$ cat src/rtl/sram_arbiter_pkg.sv
// rtl/sram_arbiter_pkg.sv - shared constants and types for the SRAM arbiter
// Contents: access size codes, response tag encoding, default starvation limit.
// Ports: none (package).
package sram_arbiter_pkg;

  localparam logic [1:0] SIZE_BYTE = 2'd0;
  localparam logic [1:0] SIZE_HALF = 2'd1;
  localparam logic [1:0] SIZE_WORD = 2'd2;

  // Response tag: which requester owns the read data returning next cycle.
  typedef enum logic {
    ARB_SEL_INST = 1'b0,
    ARB_SEL_DATA = 1'b1
  } arb_sel_e;

  localparam int STARVE_MAX_DEFAULT = 4;

endpackage

$ cat src/rtl/sram_arbiter_if.sv
// rtl/sram_arbiter_if.sv - fetch, load/store and SRAM signal bundle for sram_arbiter
// Ports (signals):
//   inst_req/inst_addr -> inst_addr_ok/inst_data_ok/inst_rdata   fetch port
//   data_req/data_wr/data_size/data_addr/data_wdata
//     -> data_addr_ok/data_data_ok/data_rdata                     load/store port
//   ram_en/ram_we/ram_addr/ram_wdata <- arbiter, ram_rdata -> arbiter
// Modports: master = requesters plus SRAM model side, slave = arbiter.
interface sram_arbiter_if #(
  parameter int ADDR_W = 32,
  parameter int DATA_W = 32
);

  logic              inst_req;
  logic [ADDR_W-1:0] inst_addr;
  logic              inst_addr_ok;
  logic              inst_data_ok;
  logic [DATA_W-1:0] inst_rdata;

  logic              data_req;
  logic              data_wr;
  logic [1:0]        data_size;
  logic [ADDR_W-1:0] data_addr;
  logic [DATA_W-1:0] data_wdata;
  logic              data_addr_ok;
  logic              data_data_ok;
  logic [DATA_W-1:0] data_rdata;

  logic              ram_en;
  logic [3:0]        ram_we;
  logic [ADDR_W-1:0] ram_addr;
  logic [DATA_W-1:0] ram_wdata;
  logic [DATA_W-1:0] ram_rdata;

  // ram_rdata comes from the memory, which lives on the master side.
  modport master (
    output inst_req, inst_addr,
    output data_req, data_wr, data_size, data_addr, data_wdata,
    output ram_rdata,
    input  inst_addr_ok, inst_data_ok, inst_rdata,
    input  data_addr_ok, data_data_ok, data_rdata,
    input  ram_en, ram_we, ram_addr, ram_wdata
  );

  modport slave (
    input  inst_req, inst_addr,
    input  data_req, data_wr, data_size, data_addr, data_wdata,
    input  ram_rdata,
    output inst_addr_ok, inst_data_ok, inst_rdata,
    output data_addr_ok, data_data_ok, data_rdata,
    output ram_en, ram_we, ram_addr, ram_wdata
  );

endinterface

$ cat src/rtl/sram_wstrb_gen.sv
// rtl/sram_wstrb_gen.sv - byte write-enable generator from access size and address
// Ports:
//   wr      in  1  store (1) or load (0)
//   size    in  2  0 byte, 1 half, 2 word, 3 reserved (no write)
//   addr_lo in  2  byte offset within the word
//   we      out 4  per-byte write enables
module sram_wstrb_gen
  import sram_arbiter_pkg::*;
(
  input  logic       wr,
  input  logic [1:0] size,
  input  logic [1:0] addr_lo,
  output logic [3:0] we
);

  always_comb begin
    we = 4'b0000;
    if (wr) begin
      case (size)
        SIZE_BYTE: we = 4'b0001 << addr_lo;
        SIZE_HALF: we = 4'b0011 << {addr_lo[1], 1'b0};
        SIZE_WORD: we = 4'b1111;
        default:   we = 4'b0000;  // reserved size completes as a no-op
      endcase
    end
  end

endmodule

$ cat src/rtl/sram_arbiter.sv
// rtl/sram_arbiter.sv - shares one single-port SRAM between fetch and load/store ports
// Ports:
//   clk     in  1  system clock
//   resetn  in  1  asynchronous active-low reset
//   bus     sram_arbiter_if.slave  requester handshakes and SRAM drive
// Parameters: ADDR_W, DATA_W (32), STARVE_MAX (1..15, fixed-priority mode only).
// Option: SRAM_ARB_RR_EN selects round-robin arbitration instead of data
//   priority with a starvation counter.
module sram_arbiter
  import sram_arbiter_pkg::*;
#(
  parameter int ADDR_W     = 32,
  parameter int DATA_W     = 32,
  parameter int STARVE_MAX = STARVE_MAX_DEFAULT
) (
  input  logic          clk,
  input  logic          resetn,
  sram_arbiter_if.slave bus
);

  localparam logic [ADDR_W-1:0] WORD_MASK = ~(ADDR_W'(3));

  logic       ready;
  logic       gnt_i;
  logic       gnt_d;
  logic       resp_vld;
  arb_sel_e   resp_sel;
  logic [3:0] store_we;

  // Holds every output quiet for one cycle after reset release.
  always_ff @(posedge clk or negedge resetn) begin
    if (!resetn) ready <= 1'b0;
    else         ready <= 1'b1;
  end

`ifdef SRAM_ARB_RR_EN
  arb_sel_e rr_last;

  // On contention the port that did not win last time is served.
  assign gnt_d = ready && bus.data_req && (!bus.inst_req || rr_last == ARB_SEL_INST);
  assign gnt_i = ready && bus.inst_req && !gnt_d;

  always_ff @(posedge clk or negedge resetn) begin
    if (!resetn)    rr_last <= ARB_SEL_DATA;
    else if (gnt_d) rr_last <= ARB_SEL_DATA;
    else if (gnt_i) rr_last <= ARB_SEL_INST;
  end
`else
  localparam logic [3:0] STARVE_LIM = 4'(STARVE_MAX);
  logic [3:0] starve_cnt;

  // Data wins contention until inst has lost STARVE_MAX cycles in a row.
  assign gnt_d = ready && bus.data_req && (!bus.inst_req || starve_cnt < STARVE_LIM);
  assign gnt_i = ready && bus.inst_req && !gnt_d;

  always_ff @(posedge clk or negedge resetn) begin
    if (!resetn)                                 starve_cnt <= 4'd0;
    else if (!bus.inst_req || gnt_i)             starve_cnt <= 4'd0;
    else if (gnt_d && starve_cnt < STARVE_LIM)   starve_cnt <= starve_cnt + 4'd1;
  end
`endif

  sram_wstrb_gen u_wstrb (
    .wr      (bus.data_wr),
    .size    (bus.data_size),
    .addr_lo (bus.data_addr[1:0]),
    .we      (store_we)
  );

  assign bus.inst_addr_ok = gnt_i;
  assign bus.data_addr_ok = gnt_d;

  assign bus.ram_en    = gnt_i | gnt_d;
  assign bus.ram_we    = gnt_d ? store_we : 4'b0000;
  assign bus.ram_addr  = gnt_d ? (bus.data_addr & WORD_MASK)
                       : gnt_i ? (bus.inst_addr & WORD_MASK)
                       : '0;
  assign bus.ram_wdata = gnt_d ? bus.data_wdata : '0;

  // Tag each access so the next-cycle read data reaches its owner.
  always_ff @(posedge clk or negedge resetn) begin
    if (!resetn) begin
      resp_vld <= 1'b0;
      resp_sel <= ARB_SEL_INST;
    end else begin
      resp_vld <= gnt_i | gnt_d;
      resp_sel <= gnt_d ? ARB_SEL_DATA : ARB_SEL_INST;
    end
  end

  assign bus.inst_data_ok = resp_vld && (resp_sel == ARB_SEL_INST);
  assign bus.data_data_ok = resp_vld && (resp_sel == ARB_SEL_DATA);
  assign bus.inst_rdata   = ready ? bus.ram_rdata : '0;
  assign bus.data_rdata   = ready ? bus.ram_rdata : '0;

endmodule

$ cat src/flat_wrapper.sv
// flat-port wrapper written by rule: the top's interface ports become plain ports
module sram_arbiter_flat import sram_arbiter_pkg::*;
#(
  parameter int ADDR_W     = 32,
  parameter int DATA_W     = 32,
  parameter int STARVE_MAX = STARVE_MAX_DEFAULT
)
  (clk, resetn, bus_inst_req, bus_inst_addr, bus_data_req, bus_data_wr, bus_data_size, bus_data_addr, bus_data_wdata, bus_ram_rdata, bus_inst_addr_ok, bus_inst_data_ok, bus_inst_rdata, bus_data_addr_ok, bus_data_data_ok, bus_data_rdata, bus_ram_en, bus_ram_we, bus_ram_addr, bus_ram_wdata);
  sram_arbiter_if #(.ADDR_W(ADDR_W), .DATA_W(DATA_W)) bus_i ();
  input  logic clk;
  input  logic resetn;
  input wire logic [$bits(bus_i.inst_req)-1:0] bus_inst_req;
  input wire logic [$bits(bus_i.inst_addr)-1:0] bus_inst_addr;
  input wire logic [$bits(bus_i.data_req)-1:0] bus_data_req;
  input wire logic [$bits(bus_i.data_wr)-1:0] bus_data_wr;
  input wire logic [$bits(bus_i.data_size)-1:0] bus_data_size;
  input wire logic [$bits(bus_i.data_addr)-1:0] bus_data_addr;
  input wire logic [$bits(bus_i.data_wdata)-1:0] bus_data_wdata;
  input wire logic [$bits(bus_i.ram_rdata)-1:0] bus_ram_rdata;
  output wire logic [$bits(bus_i.inst_addr_ok)-1:0] bus_inst_addr_ok;
  output wire logic [$bits(bus_i.inst_data_ok)-1:0] bus_inst_data_ok;
  output wire logic [$bits(bus_i.inst_rdata)-1:0] bus_inst_rdata;
  output wire logic [$bits(bus_i.data_addr_ok)-1:0] bus_data_addr_ok;
  output wire logic [$bits(bus_i.data_data_ok)-1:0] bus_data_data_ok;
  output wire logic [$bits(bus_i.data_rdata)-1:0] bus_data_rdata;
  output wire logic [$bits(bus_i.ram_en)-1:0] bus_ram_en;
  output wire logic [$bits(bus_i.ram_we)-1:0] bus_ram_we;
  output wire logic [$bits(bus_i.ram_addr)-1:0] bus_ram_addr;
  output wire logic [$bits(bus_i.ram_wdata)-1:0] bus_ram_wdata;
  assign bus_i.inst_req = bus_inst_req;
  assign bus_i.inst_addr = bus_inst_addr;
  assign bus_i.data_req = bus_data_req;
  assign bus_i.data_wr = bus_data_wr;
  assign bus_i.data_size = bus_data_size;
  assign bus_i.data_addr = bus_data_addr;
  assign bus_i.data_wdata = bus_data_wdata;
  assign bus_i.ram_rdata = bus_ram_rdata;
  assign bus_inst_addr_ok = bus_i.inst_addr_ok;
  assign bus_inst_data_ok = bus_i.inst_data_ok;
  assign bus_inst_rdata = bus_i.inst_rdata;
  assign bus_data_addr_ok = bus_i.data_addr_ok;
  assign bus_data_data_ok = bus_i.data_data_ok;
  assign bus_data_rdata = bus_i.data_rdata;
  assign bus_ram_en = bus_i.ram_en;
  assign bus_ram_we = bus_i.ram_we;
  assign bus_ram_addr = bus_i.ram_addr;
  assign bus_ram_wdata = bus_i.ram_wdata;
  sram_arbiter #(.ADDR_W(ADDR_W), .DATA_W(DATA_W), .STARVE_MAX(STARVE_MAX)) u_core (.clk(clk), .resetn(resetn), .bus(bus_i));
endmodule
$ cat config.mk
export PLATFORM = sky130hd
export DESIGN_NAME = sram_arbiter_flat
export DESIGN_NICKNAME = d
export VERILOG_FILES = /design/src/rtl/sram_arbiter_pkg.sv /design/src/rtl/sram_arbiter_if.sv /design/src/rtl/sram_wstrb_gen.sv /design/src/rtl/sram_arbiter.sv /design/src/flat_wrapper.sv
export SDC_FILE = /design/constraint.sdc
export NUM_CORES = 1
export LEC_CHECK = 0
export ABC_AREA = 1
export BUFFER_PORTS_ARGS = -buffer_cell sky130_fd_sc_hd__buf_2
export CORE_AREA = 2 2 105 107
export CTS_BUF_LIST = sky130_fd_sc_hd__clkbuf_4 sky130_fd_sc_hd__clkbuf_8
export CTS_CLUSTER_SIZE = 10
export DETAILED_ROUTE_END_ITERATION = 8
export DIE_AREA = 0 0 107 109
export PLACE_DENSITY_LB_ADDON = 0.1
export SLEW_MARGIN = 20
export SYNTH_ARGS = -nofsm -noshare
export SYNTH_HDL_FRONTEND = slang
export SYNTH_HIERARCHICAL = 1
export SYNTH_SLANG_ARGS = --single-unit
$ cat constraint.sdc
create_clock -name clk -period 3.5 [get_ports clk]
set_clock_uncertainty 0.15 [all_clocks]
set_input_delay 0.7 -clock clk [delete_from_list [all_inputs] [get_ports clk]]
set_output_delay 0.7 -clock clk [all_outputs]
set_load 0.005 [all_outputs]
-- After elaboration in Yosys (flattened, before gate mapping)
Cells that the tools add are included.
- mux-type cells: 10
- reduce and logical (&&, ||, !) cells: 13
- $lt $le $gt $ge: 1
- shift-type cells: 2
- bitwise gates (word level): 2
- eq/ne operators: 2
- add/sub/neg operators: 1
- operator list (cell ; number):
    two-way mux 32 bit ; 4
    two-way mux 4 bit ; 4
    one-hot mux 4 bit (3 select lines) ; 1
    logical AND 1 bit ; 7
    adder 4 x 1 -> 4 bit, second input constant ; 1
    < comparator 4 x 3 -> 1 bit, second input constant ; 1
    left shift 1 x 2 -> 4 bit, first input constant ; 1
    left shift 2 x 2 -> 4 bit, first input constant ; 1
    == test 2 x 1 -> 1 bit, second input constant ; 1
    == test 2 bit, second input constant ; 1
    logical NOT 1 bit ; 2
    logical NOT 2 bit ; 1
    logical OR 1 bit ; 2
    nonzero test 2 bit ; 1
    two-way mux 1 bit ; 1
    NOT 1 bit ; 1
    bitwise OR 1 bit ; 1
- output and inout bits: 137
- input bits: 135
- register bits: 7
- word-level logic and storage cells: 35

-- Longest topological paths before layout
Gate-level depths: netlist (run 1).
- word-level depth: 7
- depth in mapped cells: 7
- depth with buffers taken out: 7

-- By module
The synthesis (run 1) kept the hierarchy.
- modules (own cells, without submodules) (module ; times used ; seq. area each (um2) ; area each (um2) ; cells an instance):
    sram_arbiter ; 1 ; 175.2 ; 1808.0 ; 325
    sram_wstrb_gen ; 1 ; 0.0 ; 115.1 ; 29

-- Least setup slack after synthesis (run 1)
No wires, ideal clock.
- kind: input to output
- from: in bus_data_req
- to: out bus_ram_wdata[12]
- path buffers: 1
- data required time: 2650 ps
- path slack: 1494 ps
- stages on the path: 5
- data arrival time: 1156 ps
- path through: nand2_4 inv_6 nand2_8 buf_8 nor2_1
- longest elaborated chain between the ends: 3
- RTL lines (what ; RTL line ; text):
    start, declared ; flat_wrapper.sv:14 ; input wire logic [$bits(bus_i.data_req)-1:0] bus_data_req;
    logical AND 1 bit (2 in series) ; sram_arbiter.sv:53 ; assign gnt_d = ready && bus.data_req && (!bus.inst_req || starve_cnt < STARVE_LIM);
    two-way mux 32 bit ; sram_arbiter.sv:78 ; assign bus.ram_wdata = gnt_d ? bus.data_wdata : '0;
    end, declared ; flat_wrapper.sv:29 ; output wire logic [$bits(bus_i.ram_wdata)-1:0] bus_ram_wdata;
Every way passes these cells.

-- Final worst setup path (run 1)
- from: in bus_inst_req
- to: out bus_ram_addr[31]
- longest elaborated chain between the ends: 7
- elaborated cells on any way between the ends: 8
- those cells by class: 2 x mux; 6 x reduce/logical
- RTL lines (what ; RTL line ; text):
    start, declared ; flat_wrapper.sv:12 ; input wire logic [$bits(bus_i.inst_req)-1:0] bus_inst_req;
    logical NOT 1 bit ; sram_arbiter.sv:53 ;
    logical OR 1 bit ; sram_arbiter.sv:53 ;
    logical AND 1 bit ; sram_arbiter.sv:53 ;
    logical NOT 1 bit ; sram_arbiter.sv:54 ; assign gnt_i = ready && bus.inst_req && !gnt_d;
    logical AND 1 bit ; sram_arbiter.sv:54 ;
    two-way mux 32 bit ; sram_arbiter.sv:76 ; : gnt_i ? (bus.inst_addr & WORD_MASK)
    two-way mux 32 bit (*) ; sram_arbiter.sv:75 ; assign bus.ram_addr = gnt_d ? (bus.data_addr & WORD_MASK)
    end, declared ; flat_wrapper.sv:28 ; output wire logic [$bits(bus_i.ram_addr)-1:0] bus_ram_addr;
Mark *: on every way between the ends. The rest lies on a longest branch, timed or not.

==> out/results.ini, run 1 <==
[status]
status = completed

[clock_tree]
clk_pin_slew_ns = 0.04
htree_levels = 1
numCtsBuffers = 3
cts_sinks = 7
hold_buffers = 0
cts_post_setup_buffers_inserted = 0
clockRootBuffer = clkbuf_8
clk_latency_ns = 0.22
cts_tree = built
clockBufferDepth = 2
ctsResizeCount = 0

[timing]
fin_crit_sh_pct = 75.46
rsz0062_at_grt = false
hold_viol = 0
slew_violations = 0
min_period_ns = 2.641
fmax_mhz = 378.6
fin_ws_ns = 0.8588
setup_viol = 0
setup_tns_ns = 0

[yosys]
yosys-mux-area-fraction_pct = 0
synth.yosys.seq_area_share_pct = 9.109
synth_edf_count = 0
syn_area_um2 = 1923
avgSynthCellArea_um2 = 5.432
synth_flop_cell = dfrtp_1
synth_xor_area_share_pct = 0
synth_cells = 354
yosys.area.top_type_share_pct = 16.14
postSynth.asyncResetShare_pct = 100.0
yosysMostFrequentCell = nand2_1
synth_area_leaders = nand3_1, nand2_1, inv_1
synth_simple_gate_area_share_pct = 49.90
synth_cell_types = 20
synth-compound-area-share_pct = 0
ys_warn_count = 6
ys_seq_elements = 7
yosysTopAreaCell = nand3_1
synth_common_cells = nand2_1, inv_1, nand3_1, buf_4, nor2_1
synth_top_family_by_area = simple AND/OR/NAND/NOR gates
synthAdderAreaFrac_pct = 0.6506

[finish]
n_fill_cell = 1234
layout.nets = 711
multiInputGateArea_um2 = 983.4
regArea_um2 = 175.2
drive_above_1_share_pct = 52.44
fin_area_um2 = 3048
final_core_util_pct = 28.75
antenna_cells = 0
area_delta_synth_final_pct = 58.49

[die]
dieArea_um2 = 11660
coreArea_um2 = 10600
rows = 38
start_util_pct = 18.14
io_pins = 272
die_width_um = 107
die_h_um = 109

[critical_path]
reg2reg_slack_ns = 2.00
crit_required_ns = 2.65
timing.rr.end = u_core/resp_sel
crit_path_start = bus_inst_req
r2r-start = u_core/starve_cnt[2]
cp_max_fo = 30
crit_type = in -> out
critPathLaunchType = input pin
endpoint_kind = output port
r2r_cells = 5
crit_arrival_ns = 1.79

[placed_design]
place_ws_ns = 0.8612
globalplace.congestion = 0.7817
portBuffers = 267
dp_hpwl_mm = 6.015
dpl_cell_area_um2 = 2999

[global_routing]
grt_max_degree = 38
antenna_found_initial = 0
grt_pass1_wl_mm = 10.11
globalRouteOverflowTotal = 0
grt_pass1_vias = 2238
track_usage_pct = 10.51

[route]
drt_iter0_markers = 136
wire_per_inst_um = 10.08
route.vias.total = 2733
vias_per_cell = 3.828
first_pass_iters = 4
wirelength_mm = 7.199
post-route-drc-count = 0
antenna_left = 0

[power]
comb_power_share_pct = 57.7
intPower_uw = 309.6
peakVddDrop_uv = 124.3
clockPowerShare_pct = 24.5
p_seq_share_pct = 17.8
p_leak_uw = 0.002354
p_switching_uw = 177.9
power_density_nw_per_um2 = 159.9
switching_share_pct = 36.49

[job]
drv_cap = 0

[hold_path]
hold_path_class = in -> async

[state kept, by name, summed over array words and instances (netlist names)]
name / count
u_core/resp_vld: 1
u_core/starve_cnt: 4
u_core/ready: 1
u_core/resp_sel: 1
[through the flow]
stage / instances / hold WS [ns] / total power [µW]
4_1_cts: 714 / 0.1648 / 497.5
3_3_place_gp: 710 / 0.3246 / 374.1
3_5_place_dp: 710 / 0.3268 / 374.5
6_report: 714 / 0.1589 / 487.5
5_1_grt: 714 / 0.1607 / 535.5
2_1_floorplan: 355 / 0.2544 / 246.5
[per-layer routing]
layer,vias up,share of wire [%],global-route usage [%]
met5,-,0,0
met3,4,9.1,2.331
met2,142,54,21.88
met4,0,0.76,1.113
li1,1432,-,-
met1,1155,36,10.93
[cells by family (layout without fill, tap and decap cells)]
group	after synthesis	in the layout
and+or+nand+nor	207	207
buffers and inverters	137	356
DFF	7	7
other	2	3
adders and majority gates	1	1
[cell usage in the layout (no fill, tap or decap), types with 2 or more instances in the layout]
| cell | count |
|---|---|
| conb_1 | 3 |
| nor2_1 | 38 |
| inv_2 | 3 |
| nand3_1 | 62 |
| nor2_2 | 14 |
| clkbuf_8 | 3 |
| nand3_2 | 4 |
| nand2_2 | 2 |
| nand2_1 | 82 |
| buf_2 | 267 |
| nand2_4 | 3 |
| dfrtp_1 | 7 |
| inv_1 | 79 |
[critical path: stages]
cell and delay, ns:
buf_2 0.15, nand2_2 0.11, clkinv_2 0.38, nand3_1 0.23
nand2_1 0.08, buf_2 0.13
[worst max-delay path by stage]
stage | to | slack [ns] | depth (start not counted)
floorplan | bus_ram_wdata[12] | 1.49 | 5
global placement | bus_ram_addr[31] | 0.85 | 7
detailed placement | bus_ram_addr[31] | 0.86 | 6
CTS | bus_ram_addr[31] | 0.84 | 6
global route | bus_ram_addr[21] | 0.77 | 6
finish | bus_ram_addr[31] | 0.86 | 6
[layout make-up]
class,count,share of cell area (%)
clock buffers,4,1.601
inverters,84,10.55
multi-input cells,211,32.27
flip-flops and latches,7,5.747
well taps,140,5.747
repair buffers,268,44.09
[power by group through the flow]
stage	Combinational, µW	Sequential (µW)	Clock [µW]
after floorplan	160	86.7	0
after global placement	286	87.8	0
after detailed placement	287	87.9	0
after CTS	288	86.8	123
after global routing	318	86.8	131
final	282	86.7	119
No activity file was read; power rests on OpenSTA's default activity.
==> inputs of run 2 (changes only) <==
==> constraint.sdc (replaced) <==
create_clock -name clk -period 2.5 [get_ports clk]
set_clock_uncertainty 0.15 [all_clocks]
set_input_delay 0.5 -clock clk [delete_from_list [all_inputs] [get_ports clk]]
set_output_delay 0.5 -clock clk [all_outputs]
set_load 0.005 [all_outputs]
==> run 2 against run 1 <==
Compared with the run above: final cell count is 0.42% higher; sequential cell count stayed put; die area is the same; first-iteration DRC count unchanged; register-to-register slack got worse by 0.79 ns; worst hold slack better by 0.17 ns; utilization up 0.24 points; setup slack got worse by 0.60 ns; non-clock buffer count rose by 3; global-route usage grew 0.33 points.
==> out/results.ini, run 2 (same netlist as run 1, synthesis figures left out) <==
[clock_tree]
cts_tree = built
numCtsBuffers = 3  ; unchanged
cts_sinks = 7  ; unchanged
cts_post_setup_buffers_inserted = 0  ; unchanged
clk_pin_slew_ns = 0.04  ; about the same
clockRootBuffer = clkbuf_8
clockBufferDepth = 2  ; unchanged
ctsResizeCount = 0  ; unchanged
clk_latency_ns = 0.22  ; about the same
htree_levels = 1  ; unchanged

[power]
power_density_nw_per_um2 = 222.1  ; +39%
peakVddDrop_uv = 132.8  ; +6.8%
p_leak_uw = 0.002368  ; +0.57%

[timing]
fin_crit_sh_pct = 89.65
setup_viol = 0  ; unchanged
setup_tns_ns = 0  ; unchanged
rsz0062_at_grt = false
min_period_ns = 2.241
fmax_mhz = 446.2
slew_violations = 0  ; unchanged
hold_viol = 0  ; unchanged

[critical_path]
crit_arrival_ns = 1.59  ; -0.20 ns
r2r-start = u_core/starve_cnt[2]
crit_type = in -> out
timing.rr.end = u_core/resp_sel
critPathLaunchType = input pin
crit_required_ns = 1.85  ; -0.80 ns
reg2reg_slack_ns = 1.21  ; -0.79 ns
endpoint_kind = output port
r2r_cells = 5  ; unchanged
cp_max_fo = 30  ; unchanged

[global_routing]
grt_max_degree = 38  ; unchanged
use_met3_pct = 2.271  ; -0.060 points
globalRouteOverflowTotal = 0  ; unchanged
grt.busiest_layer = met2
met2_usage_pct = 22.88  ; +1.0 points
grt_pass1_vias = 2275  ; +1.7%
use_met1_pct = 11.11  ; +0.18 points
antenna_found_initial = 0  ; unchanged
track_usage_pct = 10.84  ; +0.33 points
grt_pass1_wl_mm = 10.38  ; +2.7%

[placed_design]
globalplace.congestion = 0.7764  ; -0.68%
dpl_cell_area_um2 = 3014  ; +0.50%
portBuffers = 267  ; unchanged
dp_cells = 712  ; +0.28%
dp_hpwl_mm = 6.049  ; +0.57%

[hold_path]
hold_path_class = reg -> reg
min_from = u_core/starve_cnt[1]
hold_end = u_core/starve_cnt[1]
whs_path_depth = 2

[finish]
area_delta_synth_final_pct = 59.79
layoutNonFillerInstCount = 717  ; +0.42%
largest_reg_flops = 4  ; unchanged
layout.nets = 714  ; +0.42%
regArea_um2 = 175.2  ; unchanged
fin_area_um2 = 3073  ; +0.82%
final_core_util_pct = 28.98  ; +0.24 points
layout_common_cells = buf_2, nand2_1, inv_1, nand3_1, nor2_1
antenna_cells = 0  ; unchanged
final_common_cell = buf_2
n_fill_cell = 1244  ; +0.81%
drive_above_1_share_pct = 52.51  ; +0.074 points
regMostFlops = u_core/starve_cnt
multiInputGateArea_um2 = 983.4  ; unchanged

[status]
status = completed

[job]
drv_cap = 0  ; unchanged

[route]
first_pass_iters = 4  ; unchanged
drt_iter0_markers = 136  ; unchanged
wirelength_mm = 7.303  ; +1.4%
route.vias.total = 2749  ; +0.59%
vias_per_cell = 3.834  ; +0.16%
antenna_left = 0  ; unchanged
wire_per_inst_um = 10.19  ; +1.0%
post-route-drc-count = 0  ; unchanged

[die]
die_width_um = 107  ; unchanged
die_h_um = 109  ; unchanged
dieArea_um2 = 11660  ; unchanged
start_util_pct = 18.14  ; unchanged
rows = 38  ; unchanged
io_pins = 272  ; unchanged
coreArea_um2 = 10600  ; unchanged

[run 2: cell count changes in the layout (fill, tap and decap cells not counted), sizes merged]
cell	change
buf	+2
dlygate4sd3	+1
[run 2: what timing repair did]
action	CTS	global route
hold endpoints to repair	7	0
setup endpoints to repair	0	0
hold buffers	1	0
[run 2: cell type report]
| type | instances | share of cell area (%) |
|---|---|---|
| Clock buffer | 4 | 1.588 |
| Inverter | 84 | 10.46 |
| Multi-Input combinational cell | 211 | 32.00 |
| Sequential cell | 7 | 5.700 |
| Tap cell | 140 | 5.700 |
| Timing Repair Buffer | 271 | 44.54 |
[run 2: how the worst max path moves through the flow]
stage,to,slack (ns),start,depth (start not counted)
3_5_place_dp,bus_ram_addr[31],0.26,bus_inst_req,6
5_1_grt,bus_ram_addr[6],0.13,u_core/starve_cnt[2],7
4_1_cts,bus_ram_addr[31],0.26,bus_inst_req,6
6_report,bus_ram_addr[31],0.26,bus_inst_req,6
2_1_floorplan,bus_ram_wdata[12],0.87,u_core/starve_cnt[2],6
3_3_place_gp,bus_ram_addr[31],0.27,bus_inst_req,6
[run 2: power by group]
group / switching (µW) / total, µW / internal (µW)
Clock: 43.8 / 164 / 121
Sequential: 3.05 / 121 / 118
Combinational: 200 / 397 / 197
[run 2: metal layers]
layer | vias up | routed length (µm)
met5 | - | 0
met4 | 0 | 19
met3 | 2 | 671
met2 | 138 | 3984
met1 | 1171 | 2627
li1 | 1438 | -
[run 2: worst max-delay path, cell delays in order]
cell	delay, ns
buf_2	0.15
nand2_2	0.10
clkinv_2	0.37
nand3_1	0.23
nand2_1	0.08
buf_2	0.13
[run 2: through the flow]
step / setup WS (ns) / total power, µW / hold slack (ns)
floorplan: 0.8705 / 345.1 / 0.05441
global placement: 0.2746 / 525.5 / 0.1985
detailed placement: 0.2625 / 525.6 / 0.1977
CTS: 0.2623 / 698.1 / 0.3370
global route: 0.1292 / 748.1 / 0.3852
finish: 0.2587 / 682.5 / 0.3322
==> inputs of run 3 (changes only) <==
==> constraint.sdc (replaced) <==
create_clock -name clk -period 2.5 [get_ports clk]
set_clock_uncertainty 0.15 [all_clocks]
set_input_delay 0.25 -clock clk [delete_from_list [all_inputs] [get_ports clk]]
set_output_delay 0.25 -clock clk [all_outputs]
set_load 0.02 [all_outputs]
==> run 3 against run 2 <==
Compared with the run above: die area did not move; wire length decreased by 0.40%; combinational power increased by 34%; power rose by 20%; worst hold slack got worse by 0.15 ns; count of clock-buffer cells in the layout stayed put; non-clock buffer count shrank 2; final cell count decreased by 0.28%; sequential share of layout area barely moved; design area decreased by 0.49%; utilization fell by 0.14 points; highest routed layer unchanged.
==> out/results.ini, run 3 (same netlist as run 1, synthesis figures left out) <==
[die]
die_h_um = 109  ; unchanged
dieArea_um2 = 11660  ; unchanged
die_width_um = 107  ; unchanged
coreArea_um2 = 10600  ; unchanged
io_pins = 272  ; unchanged
rows = 38  ; unchanged
start_util_pct = 18.14  ; unchanged

[finish]
antenna_cells = 0  ; unchanged
largest_reg_flops = 4  ; unchanged
layout_common_cells = buf_2, nand2_1, inv_1, nand3_1, nor2_1
regArea_um2 = 175.2  ; unchanged
multiInputGateArea_um2 = 983.4  ; unchanged
layout.nets = 712  ; -0.28%
regMostFlops = u_core/starve_cnt
final_common_cell = buf_2
drive_above_1_share_pct = 52.35  ; -0.17 points
n_fill_cell = 1243  ; -0.080%
area_delta_synth_final_pct = 59.01

[critical_path]
endpoint_kind = output port
crit_type = reg -> out
crit_arrival_ns = 1.73  ; +0.14 ns
critPathLaunchType = flip-flop
r2r-start = u_core/starve_cnt[2]
crit_required_ns = 2.10  ; +0.25 ns
timing.rr.end = u_core/resp_sel
reg2reg_slack_ns = 0.99  ; -0.22 ns
cp_max_fo = 37  ; +23%
r2r_cells = 5  ; unchanged

[hold_path]
hold_path_class = in -> reg
hold_end = u_core/resp_vld
whs_path_depth = 3  ; +1
min_from = bus_data_req

[clock_tree]
clockRootBuffer = clkbuf_8
clk_latency_ns = 0.22  ; about the same
cts_tree = built
ctsResizeCount = 0  ; unchanged
htree_levels = 1  ; unchanged
clockBufferDepth = 2  ; unchanged
cts_sinks = 7  ; unchanged
numCtsBuffers = 3  ; unchanged
clk_pin_slew_ns = 0.04  ; about the same

[status]
status = completed

[timing]
setup_viol = 0  ; unchanged
fmax_mhz = 470.4  ; +5.4%
hold_viol = 0  ; unchanged
min_period_ns = 2.126  ; -0.1156 ns
rsz0062_at_grt = false
fin_ws_ns = 0.3743  ; +0.1156 ns
slew_violations = 0  ; unchanged
fin_crit_sh_pct = 85.03  ; -4.6 points
setup_tns_ns = 0  ; unchanged

[global_routing]
track_usage_pct = 10.60  ; -0.24 points
globalRouteOverflowTotal = 0  ; unchanged
met2_usage_pct = 21.88  ; -1.0 points
grt_pass1_vias = 2223  ; -2.3%
grt_max_degree = 38  ; unchanged
grt_pass1_wl_mm = 10.25  ; -1.3%
use_met1_pct = 11.11  ; unchanged
grt.busiest_layer = met2
use_met3_pct = 2.630  ; +0.36 points
antenna_found_initial = 0  ; unchanged

[route]
wire_per_inst_um = 10.17  ; -0.12%
antenna_left = 0  ; unchanged
post-route-drc-count = 0  ; unchanged
drt_iter0_markers = 189  ; +39%
vias_per_cell = 3.853  ; +0.50%
first_pass_iters = 4  ; unchanged
wirelength_mm = 7.274  ; -0.40%
route.vias.total = 2755  ; +0.22%

[placed_design]
portBuffers = 267  ; unchanged
dp_hpwl_mm = 6.020  ; -0.49%
globalplace.congestion = 0.7782  ; +0.23%
place_ws_ns = 0.6018  ; +0.3392 ns

[job]
drv_cap = 0  ; unchanged

[power]
p_leak_uw = 0.002358  ; -0.39%
peakVddDrop_uv = 129.6  ; -2.4%
power_density_nw_per_um2 = 268.9  ; +21%

[run 3: changes by cell type in the layout (fill, tap and decap cells not counted)]
cell	delta
buf_4	-2
[run 3: worst max path at each step]
stage	from	to	slack (ns)	cells past startpoint
global route	u_core/starve_cnt[2]	bus_ram_wdata[26]	0.20	6
CTS	u_core/starve_cnt[2]	bus_ram_we[3]	0.36	6
detailed placement	u_core/starve_cnt[2]	bus_ram_wdata[25]	0.60	6
finish	u_core/starve_cnt[2]	bus_ram_wdata[30]	0.37	6
floorplan	u_core/starve_cnt[2]	bus_ram_wdata[12]	0.94	6
global placement	u_core/starve_cnt[2]	bus_data_addr_ok	0.60	6
[run 3: where the power goes]
part	switching [µW]	internal (µW)	leakage, µW
registers	3.40	118	0.0000917
clock network	48.0	121	0.0000262
logic	333	199	0.00224
[run 3: stage by stage]
stage                     area [µm²]  power, µW  utilization [%]  hold slack (ns)  instances
final                           3058      822.3            28.84           0.1834        715
after global placement          2999      659.9            28.29         -0.05094        710
after CTS                       3058      836.2            28.84           0.1886        715
after detailed placement        2999      659.7            28.29         -0.05127        710
after global routing            3058      889.4            28.84           0.1894        715
after floorplan                 1927      480.6                -          -0.1956        355
[run 3: layout make-up]
type,count,area share (%)
Timing Repair Buffer,269,44.27
Multi-Input combinational cell,211,32.16
Inverter,84,10.52
Sequential cell,7,5.728
Tap cell,140,5.728
Clock buffer,4,1.596
[run 3: critical path, stage by stage, from the launching register on]
cell and delay, ns:
dfrtp_1 0.40, inv_1 0.08, nand2_1 0.10, nand2_4 0.32, nand2_8 0.25, nor2_1 0.16
buf_2 0.18
[run 3: repair_timing]
item | CTS | global route
hold buffers | 1 | 0
buffers inserted | 0 | 0
hold endpoints to repair | 7 | 0
[run 3: layer usage]
layer | share of wire, % | up-vias | wire (µm)
met5 | 0 | - | 0
met4 | 0.18 | 0 | 13
met3 | 9.5 | 2 | 694
met2 | 54 | 136 | 3934
met1 | 36 | 1183 | 2631
li1 | - | 1434 | -
